### src/rtl/osfm_pp_resolve_mac_pkg.sv
// rtl/osfm_pp_resolve_mac_pkg.sv - shared widths, types and helpers for the OSFM resolve/MAC slice
`ifndef OSFM_BITWIDTH_I
`define OSFM_BITWIDTH_I 8
`endif

package osfm_pkg;

  localparam int OSFM_BITWIDTH = `OSFM_BITWIDTH_I;
  localparam int OSFM_ACC_W    = 24;
  localparam int OSFM_CNT_W    = 8;

  function automatic int pw_of(input int b);
    return 2 * b;
  endfunction

  typedef logic [OSFM_ACC_W-1:0] acc_t;
  typedef logic [OSFM_CNT_W-1:0] cnt_t;

  typedef struct packed {
    logic [OSFM_BITWIDTH-1:0] lo;
    logic                     c1;
    logic [OSFM_BITWIDTH-1:0] hi0;
    logic [OSFM_BITWIDTH-1:0] hi1;
    logic                     last;
    logic                     vld;
  } stage_t;

endpackage

### src/rtl/osfm_pp_resolve_mac_split_cpa.sv
// rtl/osfm_pp_resolve_mac_split_cpa.sv - two-stage split carry-propagate adder resolving sum/carry rows
module osfm_split_cpa
  import osfm_pkg::*;
#(
  parameter int  B   = OSFM_BITWIDTH,
  parameter int  LSC = 0,
  localparam int PW  = pw_of(B)
) (
  input  logic          clk,
  input  logic          rst,
  input  logic          en,
  input  logic          in_vld,
  input  logic [PW-1:0] in_row0,
  input  logic [PW-1:0] in_row1,
  input  logic          in_last,
  output logic          out_vld,
  output logic [PW-1:0] out_prod,
  output logic          out_last
);

  typedef struct packed {
    logic [B-1:0] lo;
    logic         c1;
    logic [B-1:0] hi0;
    logic [B-1:0] hi1;
    logic         last;
    logic         vld;
  } s1_t;

  // Columns below LSC are not part of the kept product.
  localparam logic [PW-1:0] KEEP = {PW{1'b1}} << LSC;

  logic [PW-1:0] r0_m, r1_m;
  logic [B:0]    lo_sum;
  logic [B-1:0]  hi_sum;
  s1_t           s1_d, s1_q;
  logic [PW-1:0] prod_d, prod_q;
  logic          last_q, vld_q;

  always_comb begin
    r0_m        = in_row0 & KEEP;
    r1_m        = in_row1 & KEEP;
    lo_sum      = {1'b0, r0_m[B-1:0]} + {1'b0, r1_m[B-1:0]};
    s1_d        = '0;
    s1_d.lo     = lo_sum[B-1:0];
    s1_d.c1     = lo_sum[B];
    s1_d.hi0    = r0_m[PW-1:B];
    s1_d.hi1    = r1_m[PW-1:B];
    s1_d.last   = in_last;
    s1_d.vld    = in_vld;
    hi_sum      = s1_q.hi0 + s1_q.hi1 + {{(B-1){1'b0}}, s1_q.c1};
    prod_d      = {hi_sum, s1_q.lo};
  end

  always_ff @(posedge clk) begin
    if (rst) begin
      s1_q   <= '0;
      prod_q <= '0;
      last_q <= 1'b0;
      vld_q  <= 1'b0;
    end else if (en) begin
      s1_q   <= s1_d;
      prod_q <= prod_d;
      last_q <= s1_q.last;
      vld_q  <= s1_q.vld;
    end
  end

  assign out_vld  = vld_q;
  assign out_prod = prod_q;
  assign out_last = last_q;

endmodule

### src/rtl/osfm_pp_resolve_mac.sv
// rtl/osfm_pp_resolve_mac.sv - resolves sum/carry rows and accumulates dot products
// OSFM_ACC_SATURATE_EN selects a clamping accumulator instead of a wrapping one.
`ifndef OSFM_BITWIDTH_I
`define OSFM_BITWIDTH_I 8
`endif

module osfm_pp_resolve_mac
  import osfm_pkg::*;
#(
  parameter int  BITWIDTH       = `OSFM_BITWIDTH_I,
  parameter int  LEASTSIGNIFCOL = 0,
  parameter int  ACC_W          = 24,
  parameter int  CNT_W          = 8,
  localparam int PW             = pw_of(BITWIDTH)
) (
  input  logic             clk,
  input  logic             rst,
  input  logic             in_valid,
  output logic             in_ready,
  input  logic [PW-1:0]    in_row0,
  input  logic [PW-1:0]    in_row1,
  input  logic             in_last,
  output logic             out_valid,
  input  logic             out_ready,
  output logic [ACC_W-1:0] out_acc,
  output logic [CNT_W-1:0] out_beats,
  output logic             out_overflow
);

  logic             adv;
  logic             s2_vld, s2_last;
  logic [PW-1:0]    s2_prod;
  logic [ACC_W:0]   sum;
  logic [ACC_W-1:0] acc_q, acc_d, acc_nx;
  logic [CNT_W-1:0] cnt_q, cnt_d, cnt_nx;
  logic             ovf_q, ovf_d, ovf_nx;
  logic             out_valid_q, out_valid_d;
  logic [ACC_W-1:0] out_acc_q, out_acc_d;
  logic [CNT_W-1:0] out_beats_q, out_beats_d;
  logic             out_ovf_q, out_ovf_d;

  // A held, unaccepted result freezes every stage at once.
  assign adv      = !(out_valid_q && !out_ready);
  assign in_ready = adv;

  osfm_split_cpa #(
    .B   (BITWIDTH),
    .LSC (LEASTSIGNIFCOL)
  ) u_cpa (
    .clk      (clk),
    .rst      (rst),
    .en       (adv),
    .in_vld   (in_valid),
    .in_row0  (in_row0),
    .in_row1  (in_row1),
    .in_last  (in_last),
    .out_vld  (s2_vld),
    .out_prod (s2_prod),
    .out_last (s2_last)
  );

  always_comb begin
    sum    = {1'b0, acc_q} + {{(ACC_W + 1 - PW){1'b0}}, s2_prod};
`ifdef OSFM_ACC_SATURATE_EN
    acc_nx = sum[ACC_W] ? {ACC_W{1'b1}} : sum[ACC_W-1:0];
`else
    acc_nx = sum[ACC_W-1:0];
`endif
    ovf_nx = ovf_q | sum[ACC_W];
    cnt_nx = (cnt_q == {CNT_W{1'b1}}) ? cnt_q : cnt_q + 1'b1;

    acc_d       = acc_q;
    cnt_d       = cnt_q;
    ovf_d       = ovf_q;
    out_valid_d = out_valid_q;
    out_acc_d   = out_acc_q;
    out_beats_d = out_beats_q;
    out_ovf_d   = out_ovf_q;

    if (out_valid_q && out_ready) out_valid_d = 1'b0;

    if (adv && s2_vld) begin
      if (s2_last) begin
        acc_d       = '0;
        cnt_d       = '0;
        ovf_d       = 1'b0;
        out_valid_d = 1'b1;
        out_acc_d   = acc_nx;
        out_beats_d = cnt_nx;
        out_ovf_d   = ovf_nx;
      end else begin
        acc_d = acc_nx;
        cnt_d = cnt_nx;
        ovf_d = ovf_nx;
      end
    end
  end

  always_ff @(posedge clk) begin
    if (rst) begin
      acc_q       <= '0;
      cnt_q       <= '0;
      ovf_q       <= 1'b0;
      out_valid_q <= 1'b0;
      out_acc_q   <= '0;
      out_beats_q <= '0;
      out_ovf_q   <= 1'b0;
    end else begin
      acc_q       <= acc_d;
      cnt_q       <= cnt_d;
      ovf_q       <= ovf_d;
      out_valid_q <= out_valid_d;
      out_acc_q   <= out_acc_d;
      out_beats_q <= out_beats_d;
      out_ovf_q   <= out_ovf_d;
    end
  end

  assign out_valid    = out_valid_q;
  assign out_acc      = out_acc_q;
  assign out_beats    = out_beats_q;
  assign out_overflow = out_ovf_q;

endmodule

### config.mk
export PLATFORM = sky130hd
export DESIGN_NAME = osfm_pp_resolve_mac
export DESIGN_NICKNAME = d
export VERILOG_FILES = /design/src/rtl/osfm_pp_resolve_mac_pkg.sv /design/src/rtl/osfm_pp_resolve_mac_split_cpa.sv /design/src/rtl/osfm_pp_resolve_mac.sv
export SDC_FILE = /design/constraint.sdc
export NUM_CORES = 1
export LEC_CHECK = 0
export BUFFER_PORTS_ARGS = -buffer_cell sky130_fd_sc_hd__buf_2
export CAP_MARGIN = 25
export CELL_PAD_IN_SITES_DETAIL_PLACEMENT = 0
export CELL_PAD_IN_SITES_GLOBAL_PLACEMENT = 2
export CORE_MARGIN = 4
export CORE_UTILIZATION = 35
export CTS_BUF_LIST = sky130_fd_sc_hd__clkbuf_16
export DETAILED_ROUTE_END_ITERATION = 16
export GPL_ROUTABILITY_DRIVEN = 0
export PLACE_DENSITY_LB_ADDON = 0.1
export SYNTH_ARGS = -nofsm -noshare
export SYNTH_HDL_FRONTEND = slang
export SYNTH_SLANG_ARGS = --single-unit
### constraint.sdc
create_clock -name clk -period 3.1 [get_ports clk]
set_clock_uncertainty 0.1 [all_clocks]
set_input_delay 0.62 -clock clk [delete_from_list [all_inputs] [get_ports clk]]
set_output_delay 0.62 -clock clk [all_outputs]
set_load 0.005 [all_outputs]
==> key figures <==
Run status
  • Result of the run: completed

Synthesis
  • Number of enable flip-flop cells after synthesis: 0
  • Count of mapped cells out of synthesis: 733
  • Post-synthesis async set-or-reset flop share: 0%
  • Cell type with the largest total area after synthesis: sky130_fd_sc_hd__dfxtp_1
  • YS warnings: 0
  • Post-synth top area share: 37.8%
  • Number of distinct library cell variants in the gate-level netlist after synthesis: 68
  • Post-synth top cells: sky130_fd_sc_hd__nand2_1 (122), sky130_fd_sc_hd__dfxtp_1 (112), sky130_fd_sc_hd__a21oi_1 (69)
  • Most used flip-flop cell after synthesis: sky130_fd_sc_hd__dfxtp_1
  • Synthesized area divided by synthesized cell count: 8.10 um2
  • Dominant cells by area after synthesis: sky130_fd_sc_hd__dfxtp_1 (38%), sky130_fd_sc_hd__nand2_1 (7.7%), sky130_fd_sc_hd__ha_1 (6.5%), sky130_fd_sc_hd__a21oi_1 (5.8%), sky130_fd_sc_hd__nor2_1 (3.2%)
  • Post-Synthesis Cell Area: 5940 um2
  • Part of the Yosys area used for sequential elements: 37.8%
  • Cell with the most instances after synthesis: sky130_fd_sc_hd__nand2_1
  • Seq cells post-synth: 112
  • Synth Net Count: 805

Place
  • Dpl ws: 0.352 ns
  • IO Port Bufs: 71
  • DP HPWL: 11.4 mm
  • Placed insts: 998

Floorplanning
  • Core area: 16,600 um2
  • Horizontal die dimension: 138 um
  • Top-Level Pins: 72
  • Total die area: 19,100 um2
  • Die height: 138 um
  • Standard-cell rows: 47
  • Effective utilization at floorplan: 35.8%

STA
  • Tcrit/Tclk final: 89.2%
  • Highest attainable clock frequency: 362 MHz
  • Final worst path period need: 2.76 ns
  • Final-report setup violation count: 0
  • Pins Over Slew Limit: 0
  • Hold Vio Cnt, Final: 0
  • Setup TNS Final: 0 ns
  • Slew @ Worst Pin: 0.603 ns
  • Worst max-slew margin expressed relative to the limit: 59.7%
  • Final worst setup slack: 0.336 ns
  • Unrepaired setup endpoints after global routing: false

Final layout
  • Count of placed standard cells in the final layout, fillers left out: 1,014
  • Fraction of final layout cells with drive strength greater than 1: 15.5%
  • Total of fill cells in the finished design: 1,737
  • Area delta synth->final: 15.1%
  • Number of nets in the finished design: 861
  • Area taken by multi-input logic gates: 3420 um2
  • Util after Layout: 41.2%
  • Antenna Diode Count: 0
  • Combined flip-flop and latch cell area: 2240 um2

Clocking
  • Clk buf depth: 2
  • Total clock buffers created by CTS: 9
  • Clock transition at the registers of the reported paths: 0.08 ns
  • TritonCTS clock tree: done
  • CTS H-tree depth: 3
  • Clock tree root buffer cell: sky130_fd_sc_hd__clkbuf_16
  • Clock network latency to the later pin of the worst-skew pair: 0.35 ns
  • Post-cts repair resize count: 0
  • Total setup buffers inserted after CTS: 0
  • Count of clock tree sinks: 112
  • Count of hold-fix buffers inserted at cts: 0

GRT
  • Number of global-route vias before repair: 5,060
  • Overflow left after global routing: 0
  • Maximum number of pins on one net before global-route repair: 49
  • Number of antenna violations at the first check in global routing: 0
  • GRT Util Overall: 16.5%
  • First-pass GRT wire length: 26.3 mm

Critical path
  • Crit-path max cell delay: 0.47 ns
  • Slowest cell on crit path: sky130_fd_sc_hd__a2111o_1
  • Endpoint arrival time on the critical path: 2.90 ns
  • Cell-by-cell trace of the critical path: ha_1 > inv_1 > fa_1 > nand2b_1 > a21o_1 > a2111o_1 > a21oi_2 > nor2_1 > a211o_1
  • Startpoint type of the worst setup path: flop
  • Critical Path End Type: flop
  • Combined buffer and inverter count along the critical path: 1
  • Critical path start-end classification: flop to flop
  • Endpoint required time on the critical path: 3.24 ns
  • Max Fanout on Critical Path: 7
  • Cell type group with the largest total delay on the critical path: compound AO/OA/AOI/OAI gates

Routing
  • TritonRoute pass-1 iters: 4
  • ANT nets after route: 0
  • Via Count: 5,299
  • DRC Markers: 0
  • Avg WL per Cell: 15.6 um
  • Via-per-instance ratio: 5.23
  • Number of DRC markers after the initial detailed-route iteration: 350
  • Overall routed net length: 15.8 mm

Min path
  • Path type of the worst min-delay path: flop to flop

Power
  • Power density over the cells: 449 nW/um2
  • Worst vdd ir: 0.304 mV
  • P_leak: 2.92 nW

Run
  • Number of violations of the max-capacitance limit: 0
==> cells in the final DEF, fill, tap and decap left out, types with 15 or more instances in the layout <==
cell and n:
sky130_fd_sc_hd__a21o_1 15, sky130_fd_sc_hd__nor2_1 50, sky130_fd_sc_hd__a21oi_1 69, sky130_fd_sc_hd__nor3_1 21, sky130_fd_sc_hd__dfxtp_1 112, sky130_fd_sc_hd__nand3_1 28
sky130_fd_sc_hd__buf_2 71, sky130_fd_sc_hd__buf_4 19, sky130_fd_sc_hd__nand2_1 122, sky130_fd_sc_hd__o21ai_0 37, sky130_fd_sc_hd__inv_1 30, sky130_fd_sc_hd__ha_1 31
==> kinds of logic after synthesis <==
| kind of cell | after synthesis | synth area share (%) |
|---|---|---|
| AND/OR/NAND/NOR | 267 | 20.4 |
| flip-flops | 112 | 37.8 |
| adder cells (fa/ha/maj) | 35 | 7.88 |
| XOR/XNOR | 20 | 2.95 |
| AO/OA/AOI/OAI | 221 | 25.5 |
| multiplexers | 4 | 0.674 |
| buffers and inverters | 74 | 4.87 |
==> registers in the layout, summed over array words and instances, names as in the netlist <==
register	cells
acc_q	24
cnt_q	8
out_acc	24
out_beats	8
out_overflow	1
out_valid	1
ovf_q	1
u_cpa.out_last	1
u_cpa.out_prod	16
u_cpa.out_vld	1
u_cpa.prod_d	8
u_cpa.s1_q	19
==> cell type report <==
| class | count | area share [%] |
|---|---|---|
| repair buffers | 90 | 7.28 |
| inverters | 29 | 1.59 |
| well taps | 220 | 4.03 |
| clock inverters | 7 | 1.02 |
| multi-input cells | 547 | 50.0 |
| flip-flops and latches | 112 | 32.8 |
| clock buffers | 9 | 3.29 |
==> power breakdown <==
group	internal, mW	switching (mW)
logic	0.142	0.213
registers	1.49	0.0365
clock network	0.630	0.558
==> metrics by stage <==
stage          hold WS, ns  instance area (um2)  power [mW]
5_1_grt              0.352                 6840        3.22
3_3_place_gp         0.321                 6540        1.91
3_5_place_dp         0.325                 6540        1.92
2_1_floorplan        0.329                 5940        1.80
6_report             0.334                 6840        3.07
4_1_cts              0.340                 6840        3.12
==> routing by layer <==
metal	vias up	global-route usage, %	part of all wire (%)
li1	2741	-	-
met1	2440	22.6	49
met2	103	26.7	46
met3	15	2.45	3.5
met4	0	5.41	1.4
met5	-	0	0
==> worst min-delay path, delay by kind of cell (launching register included) <==
| family | cells | cell delay, ns |
|---|---|---|
| and+or+nand+nor | 2 | 0.09 |
| DFF | 1 | 0.31 |
==> path summary, 6_finish.rpt <==
kind / from / endpoint / slack (ns) / depth (start not counted)
hold reg to reg: out_beats[4]$_SDFFE_PP0P_ / out_beats[4]$_SDFFE_PP0P_ / 0.33 / 2
hold / removal: out_beats[4]$_SDFFE_PP0P_ / out_beats[4]$_SDFFE_PP0P_ / 0.33 / 2
setup reg to reg: u_cpa.out_prod[0]$_SDFFE_PP0N_ / out_acc[22]$_SDFFE_PP0P_ / 0.34 / 9
setup / recovery: u_cpa.out_prod[0]$_SDFFE_PP0N_ / out_acc[22]$_SDFFE_PP0P_ / 0.34 / 9
No activity file was read; power rests on OpenSTA's default activity.
